[src/rtl/score_display_sequencer.sv]
// rtl/score_display_sequencer.sv - credit/win display sequencer with BCD conversion and 5-digit scan
module score_display_sequencer #(
    parameter int SCAN_DIV = 25000,
    parameter int WIN_HOLD = 50000000
) (
    input  logic        clk,
    input  logic        reset,
    input  logic        start_spin,
    input  logic        spin_done,
    input  logic [11:0] win_credits,
    input  logic        is_win,
    input  logic [11:0] total_credits,
    input  logic        is_total,
    output logic [4:0]  select,
    output logic [6:0]  seven_segment_output,
    output logic        busy
);
    localparam int SCW = (SCAN_DIV > 1) ? $clog2(SCAN_DIV) : 1;
    localparam int HW  = (WIN_HOLD > 1) ? $clog2(WIN_HOLD) : 1;

    localparam logic [6:0] SEG_BLANK = 7'b1111111;
    localparam logic [6:0] SEG_DASH  = 7'b0111111;
    localparam logic [6:0] SEG_P     = 7'b0001100;
    localparam logic [6:0] SEG_T     = 7'b0000111;

    typedef enum logic [1:0] {S_TOTAL, S_SPIN, S_CONV, S_WIN} state_t;

    state_t           state_q, state_d;
    logic             start_q, done_q;
    logic [11:0]      tot_reg_q, win_reg_q, tot_last_q;
    logic             win_pend_q;
    logic             conv_busy_q, conv_done_q, conv_src_q;
    logic [3:0]       conv_cnt_q;
    logic [11:0]      conv_bin_q;
    logic [15:0]      conv_bcd_q, bcd_adj;
    logic [15:0]      disp_bcd_q;
    logic             disp_win_q;
    logic [HW-1:0]    hold_cnt_q;
    logic [SCW-1:0]   scan_cnt_q;
    logic [2:0]       digit_q;
    logic [4:0]       select_q, select_d;
    logic [6:0]       seg_q, seg_d;
    logic             start_edge, done_edge, conv_start, conv_win;

    assign start_edge           = start_spin & ~start_q;
    assign done_edge            = spin_done & ~done_q;
    assign select               = select_q;
    assign seven_segment_output = seg_q;

    function automatic logic [6:0] seg7(input logic [3:0] v);
        case (v)
            4'd0:    seg7 = 7'b1000000;
            4'd1:    seg7 = 7'b1111001;
            4'd2:    seg7 = 7'b0100100;
            4'd3:    seg7 = 7'b0110000;
            4'd4:    seg7 = 7'b0011001;
            4'd5:    seg7 = 7'b0010010;
            4'd6:    seg7 = 7'b0000010;
            4'd7:    seg7 = 7'b1111000;
            4'd8:    seg7 = 7'b0000000;
            4'd9:    seg7 = 7'b0010000;
            default: seg7 = SEG_BLANK;
        endcase
    endfunction

    // State register
    always_ff @(posedge clk) begin
        if (reset) state_q <= S_TOTAL;
        else       state_q <= state_d;
    end

    // Next state; a start_spin edge overrides everything, including a same-cycle spin_done edge
    always_comb begin
        state_d    = state_q;
        conv_start = 1'b0;
        conv_win   = 1'b0;
        if (start_edge) begin
            state_d = S_SPIN;
        end else begin
            case (state_q)
                S_SPIN: if (done_edge) begin
                    state_d    = S_CONV;
                    conv_start = 1'b1;
                    conv_win   = win_pend_q && (win_reg_q != 12'd0);
                end
                S_CONV: if (conv_done_q) state_d = conv_src_q ? S_WIN : S_TOTAL;
                S_WIN: if (hold_cnt_q == HW'(WIN_HOLD - 1)) begin
                    state_d    = S_TOTAL;
                    conv_start = 1'b1;
                end
                default: if (!conv_busy_q && !conv_done_q && (tot_reg_q != tot_last_q))
                    conv_start = 1'b1;
            endcase
        end
    end

    // Add-3 correction applied to every BCD nibble before each shift
    always_comb begin
        bcd_adj = conv_bcd_q;
        for (int i = 0; i < 4; i++) begin
            if (conv_bcd_q[i*4 +: 4] >= 4'd5) bcd_adj[i*4 +: 4] = conv_bcd_q[i*4 +: 4] + 4'd3;
        end
    end

    // Input capture, edge history, sequential BCD converter, display latch and hold counter
    always_ff @(posedge clk) begin
        if (reset) begin
            start_q     <= 1'b0;
            done_q      <= 1'b0;
            tot_reg_q   <= '0;
            win_reg_q   <= '0;
            tot_last_q  <= '0;
            win_pend_q  <= 1'b0;
            conv_busy_q <= 1'b0;
            conv_done_q <= 1'b0;
            conv_src_q  <= 1'b0;
            conv_cnt_q  <= '0;
            conv_bin_q  <= '0;
            conv_bcd_q  <= '0;
            disp_bcd_q  <= '0;
            disp_win_q  <= 1'b0;
            hold_cnt_q  <= '0;
        end else begin
            start_q <= start_spin;
            done_q  <= spin_done;
            if (is_total) tot_reg_q <= total_credits;
            if (is_win)   win_reg_q <= win_credits;

            if (start_edge)                                  win_pend_q <= 1'b0;
            else if (is_win)                                 win_pend_q <= 1'b1;
            else if (state_q == S_CONV && conv_done_q && conv_src_q) win_pend_q <= 1'b0;

            if (start_edge) begin
                conv_busy_q <= 1'b0;
                conv_done_q <= 1'b0;
            end else if (conv_start) begin
                conv_busy_q <= 1'b1;
                conv_done_q <= 1'b0;
                conv_cnt_q  <= '0;
                conv_src_q  <= conv_win;
                conv_bin_q  <= conv_win ? win_reg_q : tot_reg_q;
                conv_bcd_q  <= '0;
                if (!conv_win) tot_last_q <= tot_reg_q;
            end else if (conv_busy_q) begin
                {conv_bcd_q, conv_bin_q} <= {bcd_adj, conv_bin_q} << 1;
                conv_cnt_q <= conv_cnt_q + 4'd1;
                if (conv_cnt_q == 4'd11) begin
                    conv_busy_q <= 1'b0;
                    conv_done_q <= 1'b1;
                end
            end else begin
                conv_done_q <= 1'b0;
            end

            // Value and prefix change together so a half-updated display never appears
            if (conv_done_q && !start_edge) begin
                disp_bcd_q <= conv_bcd_q;
                disp_win_q <= conv_src_q;
            end

            if (state_q == S_WIN) hold_cnt_q <= hold_cnt_q + HW'(1);
            else                  hold_cnt_q <= '0;
        end
    end

    // Digit scan timing
    always_ff @(posedge clk) begin
        if (reset) begin
            scan_cnt_q <= '0;
            digit_q    <= '0;
        end else if (scan_cnt_q == SCW'(SCAN_DIV - 1)) begin
            scan_cnt_q <= '0;
            digit_q    <= (digit_q == 3'd4) ? 3'd0 : digit_q + 3'd1;
        end else begin
            scan_cnt_q <= scan_cnt_q + SCW'(1);
        end
    end

    // Output decode: segment pattern for the current digit, busy flag
    always_comb begin
        logic [3:0] dig;
        logic       blank;
        dig      = 4'd0;
        blank    = 1'b0;
        busy     = (state_q != S_TOTAL);
        select_d = ~(5'b00001 << digit_q);
        case (digit_q)
            3'd0:    dig = disp_bcd_q[3:0];
            3'd1: begin dig = disp_bcd_q[7:4];   blank = (disp_bcd_q[15:4] == 12'd0); end
            3'd2: begin dig = disp_bcd_q[11:8];  blank = (disp_bcd_q[15:8] == 8'd0);  end
            3'd3: begin dig = disp_bcd_q[15:12]; blank = (disp_bcd_q[15:12] == 4'd0); end
            default: dig = 4'd0;
        endcase
        if (state_q == S_SPIN || state_q == S_CONV) seg_d = SEG_DASH;
        else if (digit_q == 3'd4)                   seg_d = disp_win_q ? SEG_P : SEG_T;
        else if (blank)                             seg_d = SEG_BLANK;
        else                                        seg_d = seg7(dig);
    end

    // Registered display outputs
    always_ff @(posedge clk) begin
        if (reset) begin
            select_q <= 5'b11111;
            seg_q    <= SEG_BLANK;
        end else begin
            select_q <= select_d;
            seg_q    <= seg_d;
        end
    end
endmodule

[config.mk]
export PLATFORM = sky130hd
export DESIGN_NAME = score_display_sequencer
export DESIGN_NICKNAME = d
export VERILOG_FILES = /design/src/rtl/score_display_sequencer.sv
export SDC_FILE = /design/constraint.sdc
export NUM_CORES = 1
export LEC_CHECK = 0
export BUFFER_PORTS_ARGS = -buffer_cell sky130_fd_sc_hd__buf_2
export CORE_UTILIZATION = 45
export CTS_CLUSTER_SIZE = 16
export DETAILED_ROUTE_END_ITERATION = 12
export PLACE_DENSITY = 0.64
export SLEW_MARGIN = 20
export SYNTH_ARGS = -nofsm -noshare
export SYNTH_HDL_FRONTEND = slang
export SYNTH_SLANG_ARGS = --single-unit
export TNS_END_PERCENT = 30
[constraint.sdc]
create_clock -name clk -period 2.6 [get_ports clk]
set_input_delay 0.26 -clock clk [delete_from_list [all_inputs] [get_ports clk]]
set_output_delay 0.26 -clock clk [all_outputs]
set_load 0.005 [all_outputs]
# Word-level counts from Yosys, hierarchy flattened
# Memory sizes are Yosys's and may differ from the RTL's.
# Index checks and enable logic that the tools add are counted.
# W data, S select, Z words.
# classes
order_cmp,4
shift,1
mux,37
n_addsub,8
bitwise_logic,9
n_eq_ne,17
n_reduce_logical,30
# op_table
cell,n
$mux W12,3
$mux W16,2
$add A26 B1 Y26 const B,1
$eq A26 B26 Y1 const B,1
$mux W4,6
$mux W7,3
$ge A4 B3 Y1 const B,4
$pmux W4 S4,1
$add A15 B1 Y15 const B,1
$eq A15 B15 Y1 const B,1
$mux W1,13
$add A4 B2 Y4 const B,3
$logic_not A12 Y1,1
$ne A12 B12 Y1,1
$reduce_bool A12 Y1,1
$ne A3 B3 Y1 const B,3
$logic_not A8 Y1,1
$mux W2,4
$reduce_and A4 Y1,2
$reduce_or A2 Y1,4
$eq A3 B2 Y1 const B,2
$logic_and A1 B1 Y1,6
$mux W3,2
$ne A2 B2 Y1 const B,3
other kinds (24),37
# word_totals
word_cells,129
inputBits,30
mem_count,1
reg_bits,149
romBits,112
# mem_list
name,depth,width,rd,rd_clocked_by_memory_dff,write_ports,line,source
(name not given),16,7,1,0,0,51,case (v)

# Logic depth before layout (Yosys ltp)
# logic_depth
ltp_word,8
ltp_mapped,10
ltp_nobuf,10

# Worst setup path after synthesis
# OpenSTA, ideal clock, no wires.
# synth_path
path_kind,reg-to-reg
start,register digit_q[1]
end,register seg_q[6] (netlist: seven_segment_output[6])
period_less_slack_ns,2.376
t_required_ns,2.464
setup_slack_ns,0.224
arrival_ns,2.241
path_stages_with_launch,10
n_path_buf,0
cell_sequence,dfxtp_1 inv_1 ha_1 a222oi_1 a2bb2oi_1 inv_1 ha_1 mux2_2 a221oi_1 o31ai_1
# synth_via
elab_chain_len,6
# synth_lines
element,line,source
"start, declared",40,logic [2:0] digit_q;
"start signal, assigned",173,digit_q <= (digit_q == 3'd4) ? 3'd0 : digit_q + 3'd1;
$eq A3 B2 Y1 (tied with other cells),187,case (digit_q)
$pmux W4 S4,187,
$mem_v2 Z16 W7,--,
$mux W7,196,else if (blank) seg_d = SEG_BLANK;
$mux W7 (*),195,else if (digit_q == 3'd4) seg_d = disp_win_q ? SEG_P : SEG_T;
$mux W7 (*),194,if (state_q == S_SPIN || state_q == S_CONV) seg_d = SEG_DASH;
"end signal, assigned",207,seg_q <= seg_d;
"end, declared",42,"logic [6:0] seg_q, seg_d;"
# Mark *: on every way between the ends. The rest lies on a longest branch, timed or not.
# A chain may end at the register's enable or synchronous reset.

# Final worst setup path
# layout_path
start,register digit_q[0]
end,register seg_q[6] (netlist: seven_segment_output[6])
# Same word-level chain as after synthesis.

==> run metrics <==
max-slew violation count=0; Crit. End Element=flip-flop; largest net degree at the start of global routing=38; cell area after synthesis=6962 um2; Cells after Synth=a little over 800; max_cap viols=0; leakage=2.997 nW; Layout Skew=0.01459 ns; hold_buf cts=0; element type at the critical path start=flip-flop; number of iterations in the first detailed-routing pass=5; clock sinks=roughly 150; Layout area overhead=14.92%; Required @ worst endpoint=between 2 and 3 ns; H-tree Lvls=4; hold_ws=about 0.064 ns; RePlAce Congestion=between 0.8 and 0.9; share of Yosys cell area claimed by the top area cell type=a little over two fifths; CTS tree=yes; final instance area=8000 um2; synth warn=0; layout cells sized above 1=around 12%; Mapped Nets=between 800 and 900; top cells by area, synth=dfxtp_1 43%, mux2i_1 6.3%, nand2_1 6.1%, nor2_1 5.3%, ha_1 4.7%; Ports=43; DP HPWL=between 10,000 and 15,000 um; first-pass GRT wire length=between 20,000 and 30,000 um; DR DRC count=0; WL per Instance=~14 um; Initial Utilization=between 40 and 50%; CTS Buf Count=17; #FFs+latches synth=around 150; Overflow after GRT=0; max_slew headroom=39.44%; Tightest Pin Transition=0.8967 ns; Metal-1 WL=approximately 7700 um; clock-pin slew on the worst setup and hold paths=roughly 0.060 ns; top-count cell post-synth=dfxtp_1; Final TNS setup=0 ns; Fill cells=1,416; DR iter-0 viols=about 370; setup ws final=approximately 0.22 ns; hold crit path type=input port to flip-flop; Top Layer Used=met4; final net count=907; met3 WL=between 400 and 500 um; largest area contributor in the netlist=dfxtp_1; RSZ-0062 raised after global routing=false; core area=~15,000 um2; critical path class=flip-flop to flip-flop; chip width=around 130 um; die area=15,970 um2; Arr. time, crit path=around 2.7 ns; Detailed Route WL=between 15,000 and 20,000 um; asr flop ratio synth=0%; list of most frequent post-synthesis cells=149 x dfxtp_1, 113 x nand2_1, 99 x nor2_1; Ant. Diodes=0; met2 wire length=approximately 6700 um; num rows=between 40 and 50; maximum VDD drop=~0.00043 V; Die Ht=approximately 130 um; pwr/cell area=around 680 nW/um2; Overall Global Routing Usage=20.29%; Tot Pwr=roughly 5.5 mW; vias per cell=approximately 5.4; vias in the first global route=5,407; Unique masters post-synth=a little over 60; Final Cycle Share=roughly 92%; worst-skew pair later-pin latency=between 0.4 and 0.5 ns; # setup viols final=0; vias=5,708; Buffers on Ports=42; Setup WS pre-CTS=between 0.2 and 0.3 ns; clk root buf=clkbuf_16; Final Hold Fails=0; Post-DRT Antenna Nets=0; Peak Freq=419.5 MHz; Placed Area=7373 um2; clock period minus worst slack=about 2.4 ns; syn_area_per_cell=between 8 and 9 um2; Post-synth EDFFs=0; register area share after synthesis=around 43%; outcome=finished clean; CP max FO=6; antenna violations before repair=0; Post-synth top flop=dfxtp_1; CTS max path bufs=2
critical path, cell delays in order, from the launching register on:
cell and delay, ns:
dfxtp_1 0.40, inv_1 0.09, ha_1 0.27, a222oi_1 0.32, a2bb2oi_1 0.24, inv_1 0.09, ha_1 0.21, mux2_2 0.26
a221oi_1 0.27, o31ai_1 0.10
power by group:
part | switching, mW | internal, mW | leakage (nW)
Clock | 1.01 | 1.58 | 0.305
Sequential | 0.0610 | 2.36 | 1.21
Combinational | 0.271 | 0.187 | 1.48
Total | 1.34 | 4.12 | 3.00
flip-flops by register name, summed over array words and instances, names as in the netlist, 2 cells and up:
signal,flops
conv_bcd_q,16
conv_bin_q,12
conv_cnt_q,4
digit_q,3
disp_bcd_q,16
hold_cnt_q,26
scan_cnt_q,15
select,5
seven_segment_output,7
state_q,2
tot_last_q,12
tot_reg_q,12
win_reg_q,12
worst paths after layout:
kind                                               start  depth (start not counted)                                 end  slack, ns
worst max-delay path             digit_q[0]$_SDFFE_PP0P_                          9  seven_segment_output[6]$_SDFF_PP1_       0.22
worst max register to register   digit_q[0]$_SDFFE_PP0P_                          9  seven_segment_output[6]$_SDFF_PP1_       0.22
worst min register to register  hold_cnt_q[0]$_SDFF_PP0_                          1            hold_cnt_q[0]$_SDFF_PP0_       0.45
worst min-delay path                      win_credits[5]                          3           win_reg_q[5]$_SDFFE_PP0P_       0.06
placed cells by master (no fill, tap or decap), types with 4 or more instances in the layout:
cell and n:
nor2b_1 5, a31oi_1 13, or3_1 4, and3_1 10, nor4b_1 4, nor3b_1 5, clkbuf_16 17, inv_1 37
o31ai_1 5, a21o_1 5, nor4_1 11, nand2b_1 8, o21ai_0 16, buf_4 17, o221ai_1 11, a222oi_1 4
nor3_1 7, ha_1 26, a221oi_1 5, buf_2 42, xor2_1 15, a21oi_1 53, dfxtp_1 149, mux2i_1 44
nor2_1 99, xnor2_1 34, clkinv_4 5, nand4_1 24, nand3_1 21, nand2_1 113
area by class of cell:
cell class | count | area [um2] | area share [%]
Clock buffer | 19 | 452.9 | 5.662
Clock inverter | 13 | 172.7 | 2.158
Inverter | 38 | 142.6 | 1.783
Multi-Input combinational cell | 586 | 3676 | 45.95
Sequential cell | 149 | 2983 | 37.28
Tap cell | 188 | 235.2 | 2.940
Timing Repair Buffer | 59 | 337.8 | 4.223
metal layers:
layer	global-route usage (%)	vias up
met5	0	-
li1	-	2918
met4	7.938	0
met3	3.458	20
met1	27.87	2680
met2	31.75	90
kinds of logic after synthesis:
| group | share of synthesized area (%) |
|---|---|
| AOI/OAI and AO/OA | 13.10 |
| buffers and inverters | 4.457 |
| muxes | 6.488 |
| and+or+nand+nor | 22.27 |
| xor gates and xnor gates | 6.165 |
| DFF | 42.85 |
| adders and majority gates | 4.673 |
stage by stage:
| step | cells | utilization (%) |
|---|---|---|
| 2_1_floorplan | 814 | - |
| 3_3_place_gp | 1020 | 48.68 |
| 3_5_place_dp | 1020 | 48.68 |
| 4_1_cts | 1052 | 52.81 |
| 5_1_grt | 1052 | 52.82 |
| 6_report | 1052 | 52.82 |
repair_timing:
action	4_1_cts	5_1_grt
setup endpoints to repair	0	1
buffers inserted	0	0
resized for setup	0	1
No activity file was read; power rests on OpenSTA's default activity.
